**config.mk**
```make
export PLATFORM = sky130hd
export DESIGN_NAME = clock_time_counter
export DESIGN_NICKNAME = d
export VERILOG_FILES = /design/src/rtl/clock_time_counter.sv
export SDC_FILE = /design/constraint.sdc
export NUM_CORES = 1
export LEC_CHECK = 0
export BUFFER_PORTS_ARGS = -buffer_cell sky130_fd_sc_hd__buf_2
export CORE_ASPECT_RATIO = 0.8
export CORE_MARGIN = 5
export CORE_UTILIZATION = 55
export DETAILED_ROUTE_END_ITERATION = 10
export GPL_TIMING_DRIVEN = 0
export PLACE_DENSITY = 0.8
export SYNTH_ARGS = -nofsm -noshare
export SYNTH_HDL_FRONTEND = slang
export SYNTH_SLANG_ARGS = --single-unit
```
**constraint.sdc**
```tcl
create_clock -name clk_in -period 5.1 [get_ports clk_in]
set_input_delay 1.02 -clock clk_in [delete_from_list [all_inputs] [get_ports clk_in]]
set_output_delay 1.02 -clock clk_in [all_outputs]
set_load 0.005 [all_outputs]
```
**src/rtl/clock_time_counter.sv**
```systemverilog
// rtl/clock_time_counter.sv - BCD hh:mm:ss time-of-day counter with button-driven set mode
module clock_time_counter #(
  parameter int HOURS       = 24,
  parameter int TICK_ACTIVE = 1
) (
  input  logic       clk_in,
  input  logic       rst,
  input  logic       tick_in,
  input  logic       btn_mode,
  input  logic       btn_inc,
  output logic [3:0] sec_u,
  output logic [3:0] sec_t,
  output logic [3:0] min_u,
  output logic [3:0] min_t,
  output logic [3:0] hr_u,
  output logic [3:0] hr_t,
  output logic       set_hr,
  output logic       set_min,
  output logic       day_pulse
);

  typedef enum logic [1:0] {
    RUN      = 2'd0,
    SET_HOUR = 2'd1,
    SET_MIN  = 2'd2
  } state_t;

  // Last legal hour split into BCD digits (23 or 11)
  localparam logic [3:0] HR_LIM_T = 4'((HOURS - 1) / 10);
  localparam logic [3:0] HR_LIM_U = 4'((HOURS - 1) % 10);
  localparam logic       TICK_LVL = (TICK_ACTIVE != 0);

  state_t     state_q, state_d;
  logic       mode_prev, inc_prev;
  logic       mode_press, inc_press, tick;
  logic       sec_wrap, min_wrap, hr_wrap;
  logic [3:0] sec_inc_u, sec_inc_t, min_inc_u, min_inc_t, hr_inc_u, hr_inc_t;
  logic [3:0] sec_u_d, sec_t_d, min_u_d, min_t_d, hr_u_d, hr_t_d;
  logic       set_hr_d, set_min_d, day_pulse_d;

  // Rising-edge press detection; a mode press suppresses a coincident inc press
  assign mode_press = btn_mode & ~mode_prev;
  assign inc_press  = btn_inc & ~inc_prev & ~mode_press;
  assign tick       = (tick_in == TICK_LVL);

  assign sec_wrap = (sec_t == 4'd5) && (sec_u == 4'd9);
  assign min_wrap = (min_t == 4'd5) && (min_u == 4'd9);
  assign hr_wrap  = (hr_t == HR_LIM_T) && (hr_u == HR_LIM_U);

  // Per-digit BCD increments; each field wraps to 00 at its limit
  assign sec_inc_u = (sec_u == 4'd9) ? 4'd0 : sec_u + 4'd1;
  assign sec_inc_t = (sec_u != 4'd9) ? sec_t : (sec_t == 4'd5) ? 4'd0 : sec_t + 4'd1;
  assign min_inc_u = (min_u == 4'd9) ? 4'd0 : min_u + 4'd1;
  assign min_inc_t = (min_u != 4'd9) ? min_t : (min_t == 4'd5) ? 4'd0 : min_t + 4'd1;
  assign hr_inc_u  = (hr_wrap || hr_u == 4'd9) ? 4'd0 : hr_u + 4'd1;
  assign hr_inc_t  = hr_wrap ? 4'd0 : (hr_u == 4'd9) ? hr_t + 4'd1 : hr_t;

  // Next state and next time digits for the current mode
  always_comb begin
    state_d     = state_q;
    sec_u_d     = sec_u;
    sec_t_d     = sec_t;
    min_u_d     = min_u;
    min_t_d     = min_t;
    hr_u_d      = hr_u;
    hr_t_d      = hr_t;
    day_pulse_d = 1'b0;
    case (state_q)
      RUN: begin
        if (tick) begin
          sec_u_d = sec_inc_u;
          sec_t_d = sec_inc_t;
          if (sec_wrap) begin
            min_u_d = min_inc_u;
            min_t_d = min_inc_t;
            if (min_wrap) begin
              hr_u_d      = hr_inc_u;
              hr_t_d      = hr_inc_t;
              day_pulse_d = hr_wrap;
            end
          end
        end
        if (mode_press) state_d = SET_HOUR;
      end
      SET_HOUR: begin
        if (mode_press) begin
          state_d = SET_MIN;
        end else if (inc_press) begin
          hr_u_d = hr_inc_u;
          hr_t_d = hr_inc_t;
        end
      end
      SET_MIN: begin
        if (mode_press) begin
          state_d = RUN;
          sec_u_d = 4'd0;
          sec_t_d = 4'd0;
        end else if (inc_press) begin
          min_u_d = min_inc_u;
          min_t_d = min_inc_t;
        end
      end
      default: state_d = RUN;
    endcase
    set_hr_d  = (state_d == SET_HOUR);
    set_min_d = (state_d == SET_MIN);
  end

  // State, time digits, flags and button history registers
  always_ff @(posedge clk_in) begin
    if (rst) begin
      state_q   <= RUN;
      mode_prev <= 1'b1;
      inc_prev  <= 1'b1;
      sec_u     <= 4'd0;
      sec_t     <= 4'd0;
      min_u     <= 4'd0;
      min_t     <= 4'd0;
      hr_u      <= 4'd0;
      hr_t      <= 4'd0;
      set_hr    <= 1'b0;
      set_min   <= 1'b0;
      day_pulse <= 1'b0;
    end else begin
      state_q   <= state_d;
      mode_prev <= btn_mode;
      inc_prev  <= btn_inc;
      sec_u     <= sec_u_d;
      sec_t     <= sec_t_d;
      min_u     <= min_u_d;
      min_t     <= min_t_d;
      hr_u      <= hr_u_d;
      hr_t      <= hr_t_d;
      set_hr    <= set_hr_d;
      set_min   <= set_min_d;
      day_pulse <= day_pulse_d;
    end
  end

endmodule

```
Word-level counts from Yosys, hierarchy flattened
Cells that the tools add are included.
{ "word_totals": {"ff_bits": 31, "in_bits": 5, "out_inout_bits": 27, "word_cells": 102} }
{ "op_classes": {"addsub": 6, "n_eq_ne": 22, "mux": 40, "bitwise": 10, "n_reduce_logical": 12} }
{ "op_table": {"columns": ["operator", "count"], "rows": [
  ["$mux W4", 30],
  ["$pmux W4 S2", 6],
  ["$add A4 B1 Y4 const B", 6],
  ["$ne A2 B2 Y1 const B", 9],
  ["$eq A4 B4 Y1 const B", 3],
  ["$eq A4 B2 Y1 const B", 2],
  ["$eq A4 B3 Y1 const B", 2],
  ["$ne A4 B4 Y1 const B", 2],
  ["$not A1 Y1", 7],
  ["$mux W2", 3],
  ["$pmux W2 S3", 1],
  ["$reduce_and A6 Y1", 1],
  ["$reduce_and A5 Y1", 1],
  ["$reduce_or A5 Y1", 1],
  ["$eq A2 B1 Y1 const B", 2],
  ["$eq A2 B2 Y1 const B", 2],
  ["$reduce_and A4 Y1", 1],
  ["$reduce_bool A2 Y1", 2],
  ["$and A1 B1 Y1", 3],
  ["$logic_and A1 B1 Y1", 3],
  ["$reduce_and A3 Y1", 1],
  ["$logic_not A2 Y1", 1],
  ["$logic_or A1 B1 Y1", 1]
]} }

Depth between registers and ports, before layout
Gate-level depths: netlist of run 1.
{ "depth": {"ltp_word": 8, "depth_mapped": 8, "ltp_nobuf": 7} }

Least setup slack after synthesis of run 1
Ideal clock, no wire load.
{ "synth_path": {"path_kind": "input to register", "startpoint": "in btn_mode", "endpoint": "reg min_u[2]", "setup_ps": 123, "arrival_time_ps": 2295, "required_time_ps": 4977, "setup_slack_ps": 2681, "path_stages": 5, "path_buffers": 0, "path_cell_list": "nor2b_1 or3_4 a211oi_2 nand2_1 mux2_1"} }
{ "synth_via": {"elab_chain_cells": 5, "word_cells_on_any_way": 6, "cone_classes": "eq/ne (2); bitwise (3); reduce/logical (1)"} }
{ "synth_lines": {"columns": ["element", "line_no", "source"], "rows": [
  ["start: declaration", "9", "input logic btn_mode,"],
  ["$and A1 B1 Y1 (*)", "42", "assign mode_press = btn_mode & ~mode_prev;"],
  ["$not A1 Y1", "43", "assign inc_press = btn_inc & ~inc_prev & ~mode_press;"],
  ["$and A1 B1 Y1", "43", null],
  ["$ne A2 B2 Y1 (no source line)", null, null],
  ["$reduce_and A5 Y1 (no source line) (*)", null, null],
  ["end signal: assignment", "130", "min_u <= min_u_d;"],
  ["end: declaration", "13", "output logic [3:0] min_u,"]
]} }
Mark *: on every way between the ends. The rest lies on a longest branch, timed or not.
A chain may end at the register's enable or synchronous reset.

Worst setup path after layout of run 1
Ends and elaborated chain as after synthesis.

==> results of run 1 <==
worst register-to-register path, cell delays in order, from the launching register on:
cell and delay (ps):
dfxtp_1 440, ha_1 240, and3b_1 220, nand4_1 230, a211oi_2 380, nand2_1 100, mux2_1 320
logic make-up after synthesis:
family	Yosys count	synth area share [%]
and+or+nand+nor	85	28.7
AOI/OAI and AO/OA	39	17.1
xor gates and xnor gates	5	2.68
DFF	31	38.0
muxes	4	2.60
adders and majority gates	8	6.13
buffers and inverters	17	4.82
sequential cells by signal (all words and copies together) (netlist names):
name	count
hr_t	4
hr_u	4
min_t	4
min_u	4
sec_t	4
sec_u	4
state_q	2
day_pulse	1
inc_prev	1
mode_prev	1
set_hr	1
set_min	1
per-stage QoR:
stage,cells,hold slack (ps)
after floorplan,189,481
after global placement,258,480
after detailed placement,258,492
after CTS,266,501
after global routing,266,528
final,266,504
routing by layer:
layer,global-route usage (%),routed length [microns],vias up
li1,-,-,749
met4,9.65,71,0
met3,5.46,257,9
met1,23.2,1670,731
met5,0,0,-
met2,32.0,1810,57
path summary, 6_finish.rpt:
| kind | start | endpoint | slack [ps] |
|---|---|---|---|
| setup / recovery | btn_mode | min_u[2] | 2730 |
| hold / removal | hr_u[1] | hr_u[1] | 500 |
| setup reg to reg | sec_u[0] | min_u[2] | 3050 |
| hold reg to reg | hr_u[1] | hr_u[1] | 500 |
placed cells by master, fill, tap and decap left out, types with 2 or more instances in the layout:
cell and count:
nor2b_1 5, clkbuf_8 7, or3_1 4, nor3_1 4, inv_1 9, nor2_1 23
buf_4 2, buf_2 31, xor2_1 2, and3b_1 3, mux2i_1 2, or4_1 3
and3_1 2, nand2b_1 3, a21oi_1 16, o21ai_0 7, ha_1 8, mux2_1 2
nand2_1 12, a31o_2 4, nand4_1 6, nand3b_1 3, nor4_1 3, and2_1 3
o31ai_1 2, dfxtp_1 31, clkbuf_1 4, nand3_1 5, xnor2_1 3, or2_2 2
a21o_1 2
cell type report:
cell class	instances	area [sq um]	area share, %
Sequential cell	31	621	32.0
Buffer	7	41.3	2.13
Timing Repair Buffer	31	155	8.01
Tap cell	38	47.5	2.45
Multi-Input combinational cell	141	935	48.3
Inverter	10	37.5	1.94
Clock buffer	8	100	5.17
power groups by stage:
stage / clock [mW] / sequential (mW) / combinational, mW
detailed placement: 0 / 0.255 / 0.0273
global route: 0.228 / 0.250 / 0.0306
finish: 0.212 / 0.249 / 0.0279
floorplan: 0 / 0.254 / 0.0175
CTS: 0.213 / 0.249 / 0.0275
global placement: 0 / 0.254 / 0.0256
==> key figures, run 1 <==
Routing
  • # DRC: 0
  • Post-route ant nets: 0
  • Vias: 1,546
  • Router iterations before antenna repair: 4
  • Drt first-iter violations: 150
  • Wire per inst: 14.3 microns
  • Final WL: 3.81 mm
  • Drt via density: 5.81

Finish
  • Finished Cell Area: 1940 sq um
  • Final Util: 69.0%
  • Layout area overhead: 18.5%
  • NumNets Final: 240
  • Ant. Diodes: 0
  • FILL cells: 251
  • Share of cells above drive strength 1: 23.7%

Placement
  • HPWL Detailed: 2.81 mm
  • DP Worst Slack: 2430 ps
  • Placer Congestion: 0.800
  • Placement Cell Area: 1840 sq um
  • Number of port buffers: 31

STA
  • Worst clock skew: 7.89 ps
  • Worst-Margin Slew: 641 ps
  • Worst Setup Slack, final: 2730 ps
  • Endpoints failing setup: 0
  • Fin. Hold Viols: 0
  • Fin crit share: 46.4%
  • Fin crit period: 2370 ps
  • Fin Setup TNS: 0 ps
  • Worst slew margin: 57.3%
  • Fmax achieved: 423 MHz
  • Max-slew violations: 0
  • Unrepaired setup endpoints after global routing: no

Synth
  • Post-synth top area cell: dfxtp_1
  • EDFF count, synth: 0
  • Top cell type's share of synthesized area: 38.0%
  • Post-synthesis cell count: 189
  • Top cells by area, synth: dfxtp_1, ha_1, nor2_1
  • Yosys reg bits: 31
  • Post-synth top flop: dfxtp_1
  • Syn_nets: 202
  • Fraction of registers with async set or reset after synthesis: 0%
  • Syn Area/Cell: 8.65 sq um
  • Most frequent cells after synthesis: dfxtp_1, nor2_1, a21oi_1, nand2_1, inv_1
  • Yosys cell types: 44
  • Most used standard cell by instance count after synthesis: dfxtp_1
  • YS warnings: 0
  • Register area share after synthesis: 38.0%
  • Cell Area, Synth: 1630 sq um

Worst setup path
  • CP required: 5270 ps
  • Arr. time, crit path: 2530 ps
  • WS Path Type: input port to flop
  • FF-to-FF path depth: 6
  • Crit path depth: 6
  • CP Launch Type: input port
  • Worst Setup End Kind: flop
  • Worst path bufs/invs: 1
  • Crit path cell chain: buf_2, nor2b_1, or3_4, a211oi_2, nand2_1, mux2_1
  • Crit Path Max Fanout: 5
  • Slowest-stage cell, CP: or3_4
  • Largest delay share family, worst path: simple AND/OR/NAND/NOR gates
  • Max incr delay on CP: 410 ps

Run status
  • Status: finished, final reports clean

Die
  • I/O pins: 32
  • Die width: 70.9 microns
  • Die area: 4170 sq um
  • Rows: 17
  • Placeable Area: 2810 sq um
  • Die height: 58.8 microns
  • Starting Density: 58.2%

Global routing
  • Initial antenna violation count: 0
  • GRT Total Usage: 19.3%
  • Pin count of the biggest net entering global routing: 11
  • Wire length of the first global-routing pass: 6.40 mm
  • Vias in the first global route: 1,438
  • Remaining Overflow, GRT: 0

CTS
  • Root Buffer: clkbuf_8
  • Reg clk slew, reported paths: 60 ps
  • Max H-tree Level: 2
  • Clk_lat worst skew: 290 ps
  • # hold bufs at CTS: 0
  • Postcts setup bufs: 0
  • CTS tree: done
  • CTS Buf Count: 5
  • Post-CTS sizing: 0
  • Clk buf depth: 2
  • Sink Count: 31

Pwr
  • Sw frac: 22.6%
  • Gate power share: 5.7%
  • Pwr Density: 253 nW/um^2
  • Worst VDD drop: 0.123 mV
  • Total Power: 0.490 mW
  • Switching power: 0.111 mW
  • Clk pwr share: 43.4%
  • Flop pwr share: 50.9%
  • Static leakage: 0.815 nW
  • Pint: 0.379 mW

Hold path
  • HP Class: flop to flop
  • Hold path depth: 2

Flow run
  • MaxCap Viol Count: 0
No activity file was read; power rests on OpenSTA's default activity.
==> inputs of run 2 (changes only) <==
--- a/config.mk
+++ b/config.mk
@@ -8,10 +8,10 @@
 export BUFFER_PORTS_ARGS = -buffer_cell sky130_fd_sc_hd__buf_2
 export CORE_ASPECT_RATIO = 0.8
 export CORE_MARGIN = 5
-export CORE_UTILIZATION = 55
+export CORE_UTILIZATION = 54
 export DETAILED_ROUTE_END_ITERATION = 10
 export GPL_TIMING_DRIVEN = 0
-export PLACE_DENSITY = 0.8
+export PLACE_DENSITY = 0.78
 export SYNTH_ARGS = -nofsm -noshare
 export SYNTH_HDL_FRONTEND = slang
 export SYNTH_SLANG_ARGS = --single-unit
==> constraint.sdc (replaced) <==
create_clock -name clk_in -period 2.4 [get_ports clk_in]
set_input_delay 0.48 -clock clk_in [delete_from_list [all_inputs] [get_ports clk_in]]
set_output_delay 0.48 -clock clk_in [all_outputs]
set_load 0.005 [all_outputs]
==> run 2 against run 1 <==
  * Critical path type is now flop to flop
  * Critical endpoint unchanged
  * Clock-buffer cell count did not move
  * Worst hold slack got worse by 83 ps
  * Register-to-register slack got worse by 2700 ps
  * Largest power group unchanged
  * Largest cell class unchanged
  * Clock skew is essentially flat
==> key figures, run 2 (synthesis results as in run 1) <==
Finish
  • NumNets Final: 240 (unchanged)
  • Commonest non-fill, non-tap cells in the layout: dfxtp_1, buf_2, nor2_1, a21oi_1, nand2_1 (unchanged)
  • Layout area overhead: 18.5% (unchanged)
  • Final Util: 68.5% (was 69.0%)
  • Ant. Diodes: 0 (unchanged)
  • Share of cells above drive strength 1: 23.7% (unchanged)

Pwr
  • Gate power share: 5.6% (was 5.7%)
  • Switching power: 0.221 mW (was 0.111 mW)
  • Sw frac: 21.5% (was 22.6%)
  • Pwr Density: 530 nW/um^2 (was 253 nW/um^2)
  • Flop pwr share: 51.6% (was 50.9%)
  • Worst VDD drop: 0.275 mV (was 0.123 mV)
  • Clk pwr share: 42.9% (was 43.4%)
  • Pint: 0.806 mW (was 0.379 mW)
  • Static leakage: 0.815 nW (unchanged)

STA
  • Unrepaired setup endpoints after global routing: no (unchanged)
  • Worst-Margin Slew: 649 ps (was 641 ps)
  • Fin crit period: 2030 ps
  • Worst Setup Slack, final: 368 ps (was 2730 ps)
  • Fin Setup TNS: 0 ps (unchanged)
  • Worst slew margin: 56.8% (was 57.3%)
  • Fmax achieved: 492 MHz
  • Worst clock skew: 7.60 ps (was 7.89 ps)
  • Max-slew violations: 0 (unchanged)
  • Fin crit share: 84.7%
  • Fin. Hold Viols: 0 (unchanged)
  • Endpoints failing setup: 0 (unchanged)

Routing
  • Post-route ant nets: 0 (unchanged)
  • Drt first-iter violations: 95 (was 150)
  • Vias: 1,451 (was 1,546)
  • Drt via density: 5.45 (was 5.81)
  • Final WL: 3.55 mm (was 3.81 mm)
  • Wire per inst: 13.3 microns (was 14.3 microns)
  • Router iterations before antenna repair: 4 (unchanged)
  • # DRC: 0 (unchanged)

Worst setup path
  • Arr. time, crit path: 2190 ps (was 2530 ps)
  • Crit Path Max Fanout: 6 (was 5)
  • FF-to-FF path depth: 6 (unchanged)
  • CP required: 2560 ps (was 5270 ps)
  • Worst Setup End Kind: flop (unchanged)
  • CP Launch Type: flop (was input port)
  • WS Path Type: flop to flop (was input port to flop)

Die
  • Rows: 17 (unchanged)
  • Die height: 59.2 microns (was 58.8 microns)
  • I/O pins: 32 (unchanged)
  • Placeable Area: 2830 sq um (was 2810 sq um)
  • Die area: 4230 sq um (was 4170 sq um)
  • Starting Density: 57.8% (was 58.2%)
  • Die width: 71.5 microns (was 70.9 microns)

CTS
  • Reg clk slew, reported paths: 60 ps (about the same)
  • Post-CTS sizing: 0 (unchanged)
  • CTS Buf Count: 5 (unchanged)
  • Sink Count: 31 (unchanged)
  • Max H-tree Level: 2 (unchanged)
  • CTS tree: done (unchanged)
  • # hold bufs at CTS: 0 (unchanged)
  • Postcts setup bufs: 0 (unchanged)
  • Root Buffer: clkbuf_8 (unchanged)
  • Clk_lat worst skew: 280 ps (was 290 ps)
  • Clk buf depth: 2 (unchanged)

Placement
  • DP Worst Slack: 259 ps (was 2430 ps)
  • HPWL Detailed: 2.72 mm (was 2.81 mm)
  • Placer Congestion: 0.793 (was 0.800)
  • Number of port buffers: 31 (unchanged)

Global routing
  • Pin count of the biggest net entering global routing: 11 (unchanged)
  • Wire length of the first global-routing pass: 6.21 mm (was 6.40 mm)
  • Vias in the first global route: 1,398 (was 1,438)
  • Initial antenna violation count: 0 (unchanged)
  • GRT Total Usage: 18.5% (was 19.3%)
  • Remaining Overflow, GRT: 0 (unchanged)

Flow run
  • MaxCap Viol Count: 0 (unchanged)

Hold path
  • HP Class: input port to flop (was flop to flop)
  • Hold path depth: 2 (unchanged)

Run status
  • Status: finished, final reports clean (unchanged)
run 2: cell counts in the layout (fill, tap and decap cells not counted):
Identical to the previous run, type by type.
run 2: layer usage:
layer	wire, microns	vias up	part of all wire (%)	track usage [%]
met4	30	0	0.85	6.17
met2	1670	28	47	29.5
li1	-	748	-	-
met3	204	5	5.8	5.25
met5	0	-	0	0
met1	1640	670	46	24.1
run 2: final cells by class:
type	count	area, sq um
inverter	10	37.5
sequential	31	621
clock buffer	8	100
tap	38	47.5
timing repair buffer	31	155
multi-input combinational	141	935
fill	228	892
buffer	7	41.3
run 2: metrics by stage:
| stage | cell area [sq um] | instances | power, mW | hold slack (ps) |
|---|---|---|---|---|
| global placement | 1840 | 258 | 0.594 | 483 |
| global route | 1940 | 266 | 1.07 | 427 |
| detailed placement | 1840 | 258 | 0.599 | 494 |
| CTS | 1940 | 266 | 1.03 | 421 |
| floorplan | 1630 | 189 | 0.577 | 481 |
| finish | 1940 | 266 | 1.03 | 421 |
run 2: path summary, 6_finish.rpt:
kind	startpoint	to	slack [ps]
setup / recovery	sec_u[0]	min_u[2]	370
hold / removal	btn_inc	inc_prev	420
setup reg to reg	sec_u[0]	min_u[2]	370
hold reg to reg	hr_u[1]	hr_u[1]	500
run 2: worst max-delay path, cell delays in order, from the launching register on:
cell and delay (ps):
dfxtp_1 420, ha_1 240, and3b_1 220, nand4_1 220, a211oi_2 390, nand2_1 110, mux2_1 320
run 2: power groups by stage:
stage / clock (mW) / sequential [mW] / combinational (mW)
after floorplan: 0 / 0.540 / 0.0371
after global placement: 0 / 0.540 / 0.0544
after detailed placement: 0 / 0.541 / 0.0579
after CTS: 0.443 / 0.529 / 0.0582
after global routing: 0.473 / 0.530 / 0.0652
final: 0.440 / 0.529 / 0.0574
